===== config.mk =====
export PLATFORM = sky130hd
export DESIGN_NAME = mult_accumulate_frame_stream
export DESIGN_NICKNAME = d
export VERILOG_FILES = /design/src/rtl/mult_accumulate_frame_stream.sv
export SDC_FILE = /design/constraint.sdc
export NUM_CORES = 1
export LEC_CHECK = 0
export ABC_AREA = 1
export CORE_AREA = 2 2 212 214
export DETAILED_ROUTE_END_ITERATION = 10
export DIE_AREA = 0 0 214 216
export PLACE_DENSITY = 0.71
export RECOVER_POWER = 50
export SYNTH_ARGS = -nofsm -noshare
export SYNTH_HDL_FRONTEND = slang
export SYNTH_SLANG_ARGS = --single-unit

===== constraint.sdc =====
create_clock -name clk -period 5.75 [get_ports clk]
set_clock_uncertainty 0.05 [all_clocks]
set_input_delay 1.4375 -clock clk [delete_from_list [all_inputs] [get_ports clk]]
set_output_delay 1.4375 -clock clk [all_outputs]
set_load 0.03 [all_outputs]

===== src/rtl/mult_accumulate_frame_stream.sv =====
// mult_accumulate_frame_stream: pipelined unsigned MAC summing fixed-length frames, results drained over valid/ready
module mult_accumulate_frame_stream #(
    parameter int A_W       = 20,
    parameter int B_W       = 18,
    parameter int ACC_W     = 38,
    parameter int FRAME_LEN = 16
) (
    input  logic             clk,
    input  logic             reset,
    input  logic [A_W-1:0]   a,
    input  logic [B_W-1:0]   b,
    input  logic             op,
    input  logic             in_valid,
    output logic             in_ready,
    output logic [ACC_W-1:0] z_out,
    output logic             z_valid,
    input  logic             z_ready
);
    localparam int CNT_W = $clog2(FRAME_LEN);

    logic [A_W-1:0]     r_a;
    logic [B_W-1:0]     r_b;
    logic               r_op;
    logic               r_v1;
    logic [ACC_W-1:0]   r_p;
    logic               r_op2;
    logic               r_v2;
    logic [ACC_W-1:0]   r_acc;
    logic [CNT_W-1:0]   r_cnt;
    logic [ACC_W-1:0]   r_z_out;
    logic               r_z_valid;
    logic               w_stall;
    logic [A_W+B_W-1:0] w_prod;
    logic [ACC_W-1:0]   w_next;
    logic               w_last;

    assign w_stall  = r_z_valid & ~z_ready;
    assign in_ready = ~w_stall;
    assign z_out    = r_z_out;
    assign z_valid  = r_z_valid;
    assign w_prod   = {{B_W{1'b0}}, r_a} * {{A_W{1'b0}}, r_b};
    assign w_next   = r_op2 ? r_acc - r_p : r_acc + r_p;
    assign w_last   = r_cnt == CNT_W'(FRAME_LEN - 1);

    // input register: capture a sample whenever one is offered and not stalled
    always_ff @(posedge clk or posedge reset) begin
        if (reset) begin
            r_a  <= '0;
            r_b  <= '0;
            r_op <= 1'b0;
            r_v1 <= 1'b0;
        end else if (in_valid && !w_stall) begin
            r_a  <= a;
            r_b  <= b;
            r_op <= op;
            r_v1 <= 1'b1;
        end else if (!w_stall) begin
            r_v1 <= 1'b0;
        end
    end

    // product register: multiply the captured operands, zero-extended to accumulator width
    always_ff @(posedge clk or posedge reset) begin
        if (reset) begin
            r_p   <= '0;
            r_op2 <= 1'b0;
            r_v2  <= 1'b0;
        end else if (!w_stall) begin
            r_p   <= ACC_W'(w_prod);
            r_op2 <= r_op;
            r_v2  <= r_v1;
        end
    end

    // accumulate products; on the last product of a frame publish the total and restart from zero
    always_ff @(posedge clk or posedge reset) begin
        if (reset) begin
            r_acc     <= '0;
            r_cnt     <= '0;
            r_z_out   <= '0;
            r_z_valid <= 1'b0;
        end else begin
            if (r_z_valid && z_ready)
                r_z_valid <= 1'b0;
            if (r_v2 && !w_stall) begin
                if (w_last) begin
                    r_z_out   <= w_next;
                    r_z_valid <= 1'b1;
                    r_acc     <= '0;
                    r_cnt     <= '0;
                end else begin
                    r_acc <= w_next;
                    r_cnt <= r_cnt + CNT_W'(1);
                end
            end
        end
    end
endmodule


# --- Word level (Yosys, flattened, before mapping) ---
# Index checks and enable logic that the tools add are counted.
word_totals:
  regBits: 161
  in_bits: 43
op_classes:
  addsub: 3
  mul: 1
  n_eq_ne: 2
  mux: 8
  bitwise: 3
  n_reduce_logical: 5
op_table:
  columns: ["op", "count"]
  rows:
  - ["$mux W38", 2]
  - ["$add A38 B38 Y38", 1]
  - ["$mul A20 B18 Y38", 1]
  - ["$sub A38 B38 Y38", 1]
  - ["$mux W1", 5]
  - ["$add A4 B1 Y4 const B", 1]
  - ["$eq A4 B4 Y1 const B", 1]
  - ["$mux W4", 1]
  - ["$logic_and A1 B1 Y1", 3]
  - ["$ne A2 B1 Y1 const B", 1]
  - ["$not A1 Y1", 2]
  - ["$reduce_and A2 Y1", 1]
  - ["$and A1 B1 Y1", 1]
  - ["$logic_not A1 Y1", 1]

# --- Depth between registers and ports, before layout ---
# Gate-level depths: netlist (run 1).
depth:
  depth_word: 5
  depth_mapped: 29

# --- Worst setup path before layout (run 1) ---
# OpenSTA, ideal clock, no wires.
synth_timing:
  path_kind: "reg2reg"
  start: "register r_a[7]"
  end: "register r_p[37]"
  arrival_ns: 5.299
  slack_ns: 0.283
  path_stages_with_launch: 26
  period_less_slack_ns: 5.467
  cell_sequence: "dfrtp_1 > clkbuf_1 > clkbuf_1 > nand2_1 > fa_1 > inv_1 > fa_1 > inv_1 > fa_1 > inv_1 > fa_1 > fa_1 > inv_1 > fa_1 > inv_1 > ha_1 > nand2_2 > inv_1 > a21oi_1 > nor2_1 > nor2_1 > nand2_1 > nand2_1 > nand3b_1 > nand3_1 > nand2_1"
synth_via:
  elab_chain_len: 1
synth_rtl:
  columns: ["item", "line_no", "source"]
  rows:
  - ["from (decl)", "21", "logic [A_W-1:0] r_a;"]
  - ["from (signal assigned)", "48", "r_a <= '0;"]
  - ["from (signal assigned)", "53", "r_a <= a;"]
  - ["$mul A20 B18 Y38", "41", "assign w_prod = {{B_W{1'b0}}, r_a} * {{A_W{1'b0}}, r_b};"]
  - ["to (signal assigned)", "69", "r_p <= ACC_W'(w_prod);"]
  - ["to (decl)", "25", "logic [ACC_W-1:0] r_p;"]
# No other way between the ends.
# A chain may end at the register's enable or synchronous reset.

# --- Worst setup path in the final report (run 1) ---
layout_timing:
  start: "register r_b[7]"
  end: "register r_p[26]"
layout_via:
  elab_chain_len: 1
layout_rtl:
  columns: ["item", "line_no", "source"]
  rows:
  - ["from (decl)", "22", "logic [B_W-1:0] r_b;"]
  - ["from (signal assigned)", "49", "r_b <= '0;"]
  - ["from (signal assigned)", "54", "r_b <= b;"]
  - ["$mul A20 B18 Y38", "41", null]
# No other way between the ends.

==> results of run 1 <==
==> cell type report <==
cell class	instances	area [um^2]	area share, %
Tap cell	592	740.7	2.976
Multi-Input combinational cell	2059	15230	61.17
Inverter	707	2658	10.68
Clock inverter	14	145.1	0.5831
Sequential cell	161	4069	16.35
Timing Repair Buffer	173	1613	6.479
Clock buffer	18	439.2	1.764
==> worst max path at each step <==
stage / endpoint / slack (ps) / cells after the start
after floorplan: r_p[37] / 280 / 25
after global placement: r_p[26] / -30 / 22
after detailed placement: r_p[26] / -150 / 22
after CTS: r_p[36] / 6 / 23
after global routing: r_p[18] / -30 / 24
final: r_p[26] / 230 / 24
==> routing by layer <==
layer / track usage [%] / routed length (um) / vias up
met5: 0 / 0 / -
met4: 12.66 / 2470 / 0
met3: 3.580 / 2700 / 142
met2: 50.68 / 31570 / 570
met1: 33.56 / 25280 / 9150
li1: - / - / 9125
==> cells by family (layout without fill, tap and decap cells) <==
group | count (synthesis) | count (layout)
fa+ha+maj | 440 | 440
mux | 39 | 39
compound gates | 186 | 186
xor+xnor | 59 | 59
flops | 161 | 161
buf+inv | 815 | 912
simple gates | 1335 | 1335
==> what timing repair did <==
item                       CTS  global route
gates resized for setup     14            51
hold buffers                 0             0
setup endpoints to repair   10            22
setup buffers                0            20
pin swaps                    0             6
==> flip-flops by register name, summed over array words and instances, names as in the netlist <==
register and count:
r_acc 38, r_p 38, z_out 38, r_a 20
r_b 18, r_cnt 4, r_op 1, r_op2 1
r_v1 1, r_v2 1, z_valid 1
==> worst reg2reg max path, delay by kind of cell (launching register included) <==
kind / cells / cell delay, ps
fa+ha+maj: 7 / 3330
simple gates: 10 / 960
buf+inv: 7 / 560
flops: 1 / 500
==> through the flow <==
step	worst slack [ps]	util, %
after global routing	-25.93	56.78
after floorplan	283.2	-
after detailed placement	-145.2	54.65
after global placement	-32.65	54.65
final	228.0	56.78
after CTS	6.414	56.02
==> layout by cell type (no fill, tap or decap), drive strengths merged, types with 9 or more instances in the layout <==
master,instances
o21bai,10
nor3,16
mux2,39
clkbuf,22
nand2,986
ha,151
o21ai,92
fa,289
nand3b,23
xnor2,20
buf,87
a21oi,76
xor2,39
inv,709
clkinv,9
nand3,129
nand4,16
dfrtp,161
clkdlybuf4s50,76
nor2,157
==> cells in the mapped netlist (3+ instances only) <==
cell type / number / share of area (%)
or2_1: 3 / 0.084
ha_1: 151 / 8.5
dfrtp_1: 161 / 18
nand3_2: 7 / 0.31
xor2_1: 39 / 1.5
o21ai_1: 11 / 0.25
fa_1: 289 / 26
nor3_1: 14 / 0.31
o21bai_1: 10 / 0.34
nand3_1: 122 / 2.7
xnor2_1: 20 / 0.79
a21oi_2: 6 / 0.24
o21ai_0: 79 / 1.8
nand4_1: 15 / 0.42
buf_6: 3 / 0.15
mux2_2: 39 / 2.0
nand3b_1: 23 / 0.78
buf_2: 14 / 0.31
clkbuf_1: 74 / 1.2
or2_2: 3 / 0.084
buf_1: 15 / 0.25
nor2_2: 11 / 0.31
clkinv_1: 3 / 0.051
nor2_4: 5 / 0.25
nand2_2: 13 / 0.37
nor2_1: 141 / 2.4
nand2_1: 973 / 16
inv_1: 700 / 12
inv_2: 4 / 0.067
a21oi_1: 70 / 1.6
==> out/results.ini, run 1 <==
[min_path]
min_path_type = flop to flop
hold_depth = 2
worstHoldStart = z_out[14]
hold-path-endpoint = z_out[14]

[clocking]
cts-root-buf = clkbuf_16
insertion_delay_ps = 510
cts_max_level = 4
cts_tree = built
clk_pin_slew_worst_paths_ps = 70
cts_buffers = 17
cts_sinks = 161
clock_path_buffers = 2

[timing]
finalCritPeriodShare_pct = 96.04
tightest_slew_ps = 2450
finalMaxSlewViolations = 202
fin_crit_ps = 5522
hold_viol_final = 0
rsz0062_at_grt = yes
max_freq_mhz = 181.1
slew_headroom_pct = -63.32
hold_slack_ps = 422.7
setup_tns_ps = 0
setup_viol = 0

[layout]
post-route-cell-area_um2 = 24890
fillers = 4089
drive_gt1_share_pct = 8.557
n_antenna_cell = 0
final_cells = 3724
area_growth_pct = 11.83
finalNetCount = 3602

[floorplan]
die_w_um = 214
core_area_um2 = 43840
start_util_pct = 50.77
die_h_um = 216
io-pin-count = 83
die_area_um2 = 46220
placementRows = 77

[yosys]
synth_mux_area_share_pct = 1.973
synth_seq_area_share_pct = 18.10
synthArstFlopShare_pct = 100.0
synthXorXnorAreaFrac_pct = 2.322
postSynthRegisterBits = 161
synth_ff_type = dfrtp_1
synth_cell_types = 42
synth_warnings = 0
synth_edf_count = 0
syn_nets = 3518
synth_compound_area_share_pct = 4.508
synth_area_um2 = 22260
synthSimpleGateAreaFrac_pct = 24.66
synth_top_family_by_area = adder cells
synth_area_per_cell_um2 = 7.334
synthAdderAreaFrac_pct = 34.48
synthCells = 3035

[routing]
viasPerCell = 5.099
antenna_left = 0
route.vias.total = 18990
first_iter_violations = 1260
totalWireLength_um = 62010
drc = 0
wl_per_cell_um = 16.65
first_pass_iters = 6

[placed_design]
placed_area_um2 = 23960
gp_congestion = 0.9322
placed_cells = 3672
hpwl_um = 50360
port_buffers = 82

[global_route]
grt_pass1_wl_um = 102600
grt_util_all_layers_pct = 28.13
grt_pass1_vias = 20250
grt_max_degree = 162
grt.overflow.total = 0
antenna_found_initial = 0

[outcome]
violations = max-capacitance violations, max-slew violations
outcome = finished with violations

[setup_path]
rrSetupSlack_ps = 230
r2r_start = r_b[7]
crit_buf_inv = 7
critPathSlowestCell = fa_1
r2r_end = r_p[26]
critical_path.top_delay_family = adder cells
worstSetupPathType = flop to flop
cp-end-kind = flop
crit_chain = buf_12, nand2_1, inv_1, fa_1, inv_1, fa_1, fa_1, inv_1, fa_1, fa_1, inv_1, fa_1, inv_1, ha_2, nand2_1, nor2_4, nand3_1, nand2_1, buf_4, nand2_1, nand2_1, nand2_1, nand3_1, nand2_1
slowest_delay_ps = 530
crit_start = r_b[7]
start_kind = flop
cp_common_cell = nand2_1
worst-endpoint-required_ps = 6090
path_max_fanout = 8
reg2reg_depth = 24
arrival_ps = 5860

[flow_run]
cap_viol_max_count = 2

Power of run 1 is left out: the tool's default activity adds up to more than one toggle a clock period on the data nets, which glitch-free logic cannot reach.
==> run 2: changes to the inputs <==
==> constraint.sdc (replaced) <==
create_clock -name clk -period 5.75 [get_ports clk]
set_clock_uncertainty 0.05 [all_clocks]
set_input_delay 0.8625 -clock clk [delete_from_list [all_inputs] [get_ports clk]]
set_output_delay 0.8625 -clock clk [all_outputs]
set_load 0.03 [all_outputs]
==> out/results.ini, run 2 (synthesized netlist as in run 1, its figures left out) <==
[setup_path]
arrival_ps = 5890
cp-end-kind = flop
worst-endpoint-required_ps = 6070
path_max_fanout = 7
worstSetupPathType = flop to flop
start_kind = flop

[layout]
layout_commonest_cell = nand2_1
drive_gt1_share_pct = 8.488
final_cell_mix = 967 x nand2_1, 699 x inv_1, 289 x fa_1
finalNetCount = 3605
final_cells = 3726
n_antenna_cell = 0
fin_util_pct = 56.82
fillers = 4082
area_growth_pct = 11.91

[clocking]
cts_tree = built
clk_pin_slew_worst_paths_ps = 70
cts-root-buf = clkbuf_16
insertion_delay_ps = 490
cts_buffers = 17
clock_path_buffers = 2
cts_sinks = 161
cts_hold_buf = 0
cts_max_level = 4

[global_route]
grt_util_all_layers_pct = 26.95
grt_pass1_wl_um = 99280
antenna_found_initial = 0
grt_pass1_vias = 20020
grt_max_degree = 95
grt.overflow.total = 0

[floorplan]
core_area_um2 = 43840
start_util_pct = 50.77
die_w_um = 214
io-pin-count = 83
die_area_um2 = 46220
die_h_um = 216
placementRows = 77

[routing]
totalWireLength_um = 59600
first_iter_violations = 1281
first_pass_iters = 6
drc = 0
wl_per_cell_um = 16.00
route.vias.total = 18960
viasPerCell = 5.088
antenna_left = 0

[timing]
finalMaxSlewViolations = 111
max_freq_mhz = 179.3
setup_tns_ps = 0
tightest_slew_ps = 1976
slew_headroom_pct = -31.70
fin_crit_ps = 5576
rsz0062_at_grt = yes
finalCritPeriodShare_pct = 96.97
setup_viol = 0
hold_slack_ps = 420.7
hold_viol_final = 0

[outcome]
violations = max-capacitance violations, max-slew violations
outcome = finished with violations

[placed_design]
placed_cells = 3667
gp_congestion = 1.033
hpwl_um = 48530
port_buffers = 82

[flow_run]
cap_viol_max_count = 3

[min_path]
min_path_type = flop to flop

[run 2: changes by cell type in the layout (fill, tap and decap cells not counted), moves of 3 or more]
cell | before | now
clkbuf_1 | 2 | 6
dfrtp_2 | 29 | 24
dfrtp_4 | 1 | 4
inv_8 | 4 | 0
nor2_2 | 12 | 16
o21ai_1 | 14 | 17
[run 2: area by class of cell]
type                    instances  area [um^2]  area share [%]
clock buffers                  19        442.9           1.778
flip-flops and latches        161         4074           16.36
multi-input cells            2059        15240           61.17
repair buffers                176         1624           6.520
well taps                     592        740.7           2.974
inverters                     707         2659           10.67
clock inverters                12        131.4          0.5274
[run 2: final timing paths]
kind / endpoint / slack [ps] / startpoint / depth (start not counted)
setup / recovery: r_p[36] / 170 / r_b[7] / 25
hold / removal: z_out[25] / 420 / z_out[25] / 2
setup reg to reg: r_p[36] / 170 / r_b[7] / 25
hold reg to reg: z_out[25] / 420 / z_out[25] / 2
max in group asynchronous: r_b[8] / 2140 / reset / 3
min in group asynchronous: r_acc[1] / 1010 / reset / 2
[run 2: worst max-delay path, cell delays in order (launching register included)]
cell	delay, ps
dfrtp_4	540
buf_4	160
nand2_1	50
inv_1	50
fa_1	500
inv_1	50
fa_1	460
fa_1	530
inv_1	60
fa_1	530
fa_1	510
inv_1	50
fa_1	470
inv_1	70
ha_4	300
nand2_1	110
nor2_2	120
inv_1	100
nor3_2	120
nand2_1	110
nand2_2	110
nand2_1	130
nand2_1	100
nand2_1	50
nand3_1	90
nand2_1	60
[run 2: layer usage]
layer | vias to the layer above | routed length [um] | GRT usage [%] | part of all wire (%)
met5 | - | 0 | 0 | 0
met4 | 0 | 2140 | 11.19 | 3.6
met3 | 129 | 2599 | 3.608 | 4.4
met2 | 557 | 29770 | 48.27 | 50
met1 | 9138 | 25090 | 32.66 | 42
li1 | 9134 | - | - | -
[run 2: through the flow]
step                      worst slack, ps  cell area [um^2]
final                               174.1             24910
after detailed placement           -197.3             23880
after CTS                          0.6861             24480
after global routing               -65.38             24910
after floorplan                     283.2             22260
after global placement             -136.6             23880
[run 2: repair_timing]
item                       in CTS  in global routing
cloned                          0                  0
pin swaps                       0                  3
resized for setup              16                 51
buffers inserted                0                 28
setup endpoints to repair      11                 21
Power of run 2 is left out for the same reason.
==> run 3: changes to the inputs <==
PLACE_DENSITY = 0.68   (was 0.71)
clock period = 5.65 ns   (was 5.75 ns; I/O delays follow)
==> out/results.ini, run 3 (synthesized netlist as in run 1, its figures left out) <==
[outcome]
outcome = finished with violations
violations = max-capacitance violations, max-slew violations

[setup_path]
path_max_fanout = 5
start_kind = flop
worstSetupPathType = flop to flop
worst-endpoint-required_ps = 5950
arrival_ps = 5810
cp-end-kind = flop

[routing]
wl_per_cell_um = 16.16
met1_length_um = 25020
first_pass_iters = 5
viasPerCell = 5.115
drc = 0
route.vias.total = 19040
first_iter_violations = 1265
wl_met2_um = 30440
totalWireLength_um = 60170
antenna_left = 0
route.met3.wl_um = 2634
maxUsedRoutingLayer = met4

[timing]
rsz0062_at_grt = yes
tightest_slew_ps = 2303
hold_viol_final = 0
setup_viol = 0
max_freq_mhz = 181.6
hold_slack_ps = 421.7
slew_headroom_pct = -53.55
fin_crit_ps = 5507
finalMaxSlewViolations = 164
setup_ws_ps = 143.2
finalCritPeriodShare_pct = 97.47

[clocking]
cts_sinks = 161
clock_path_buffers = 2
insertion_delay_ps = 490
cts-root-buf = clkbuf_16
cts_tree = built
cts_buffers = 17
clk_pin_slew_worst_paths_ps = 70
cts_hold_buf = 0
cts_max_level = 4

[min_path]
min_path_type = flop to flop

[placed_design]
port_buffers = 82
placed_cells = 3679
pre_cts_ws_ps = -182.7
gp_congestion = 0.9655
hpwl_um = 48870

[floorplan]
io-pin-count = 83
die_h_um = 216
start_util_pct = 50.77
die_w_um = 214
placementRows = 77
die_area_um2 = 46220
core_area_um2 = 43840

[global_route]
grt_max_degree = 103
grt.overflow.total = 0
grt_pass1_vias = 20050
grt_util_all_layers_pct = 27.13
grt_pass1_wl_um = 99500
antenna_found_initial = 0

[layout]
fin_util_pct = 56.91
area_growth_pct = 12.09
drive_gt1_share_pct = 9.134
finalNetCount = 3601
n_antenna_cell = 0
layout_commonest_cell = nand2_1
fillers = 4135
final_cell_mix = 962 x nand2_1, 697 x inv_1, 286 x fa_1
final_cells = 3723

[flow_run]
cap_viol_max_count = 2

run 3: what timing repair did:
item | CTS | global route
setup endpoints to repair | 11 | 22
pin swaps | 0 | 12
setup buffers | 0 | 12
gates resized for setup | 18 | 80
hold endpoints to repair | 0 | 0
run 3: cell type report:
cell class | count | area (um^2) | share of cell area, %
Multi-Input combinational cell | 2059 | 15380 | 61.67
Sequential cell | 161 | 4070 | 16.31
Inverter | 707 | 2658 | 10.65
Timing Repair Buffer | 172 | 1540 | 6.174
Tap cell | 592 | 740.7 | 2.969
Clock buffer | 20 | 456.7 | 1.830
Clock inverter | 12 | 98.84 | 0.3962
run 3: final timing paths:
kind                            from         to  slack (ps)  cells past startpoint
max reg2reg                   r_b[6]    r_p[20]         140                     21
min                        z_out[25]  z_out[25]         420                      2
max                           r_b[6]    r_p[20]         140                     21
max in group asynchronous      reset    r_b[11]        1380                      3
min reg2reg                z_out[25]  z_out[25]         420                      2
min in group asynchronous      reset   z_out[3]        1510                      2
run 3: routing by layer:
metal	vias to the layer above	track usage (%)
li1	9132	-
met1	9199	33.04
met2	579	49.03
met3	134	3.453
met4	0	10.26
met5	-	0
run 3: worst max-delay path, cell delays in order, from the launching register on:
cell     delay [ps]
dfrtp_4         500
buf_4           190
nand2_1          60
inv_1            60
fa_1            530
inv_1            50
fa_1            450
fa_1            510
inv_1            60
fa_2            570
fa_1            420
inv_1            90
fa_1            400
inv_1           100
ha_4            220
a21oi_1         250
o21ai_1         150
a21oi_1         180
nand2_2         110
or2_2           280
nand3_1          70
o21ai_0          80
run 3: stage by stage:
stage	TNS, ps	cell area [um^2]
floorplan	0	22260
global placement	-60.61	24000
global route	-340.4	24950
finish	0	24950
detailed placement	-796.8	24000
CTS	0	24570
Power of run 3 is left out for the same reason.
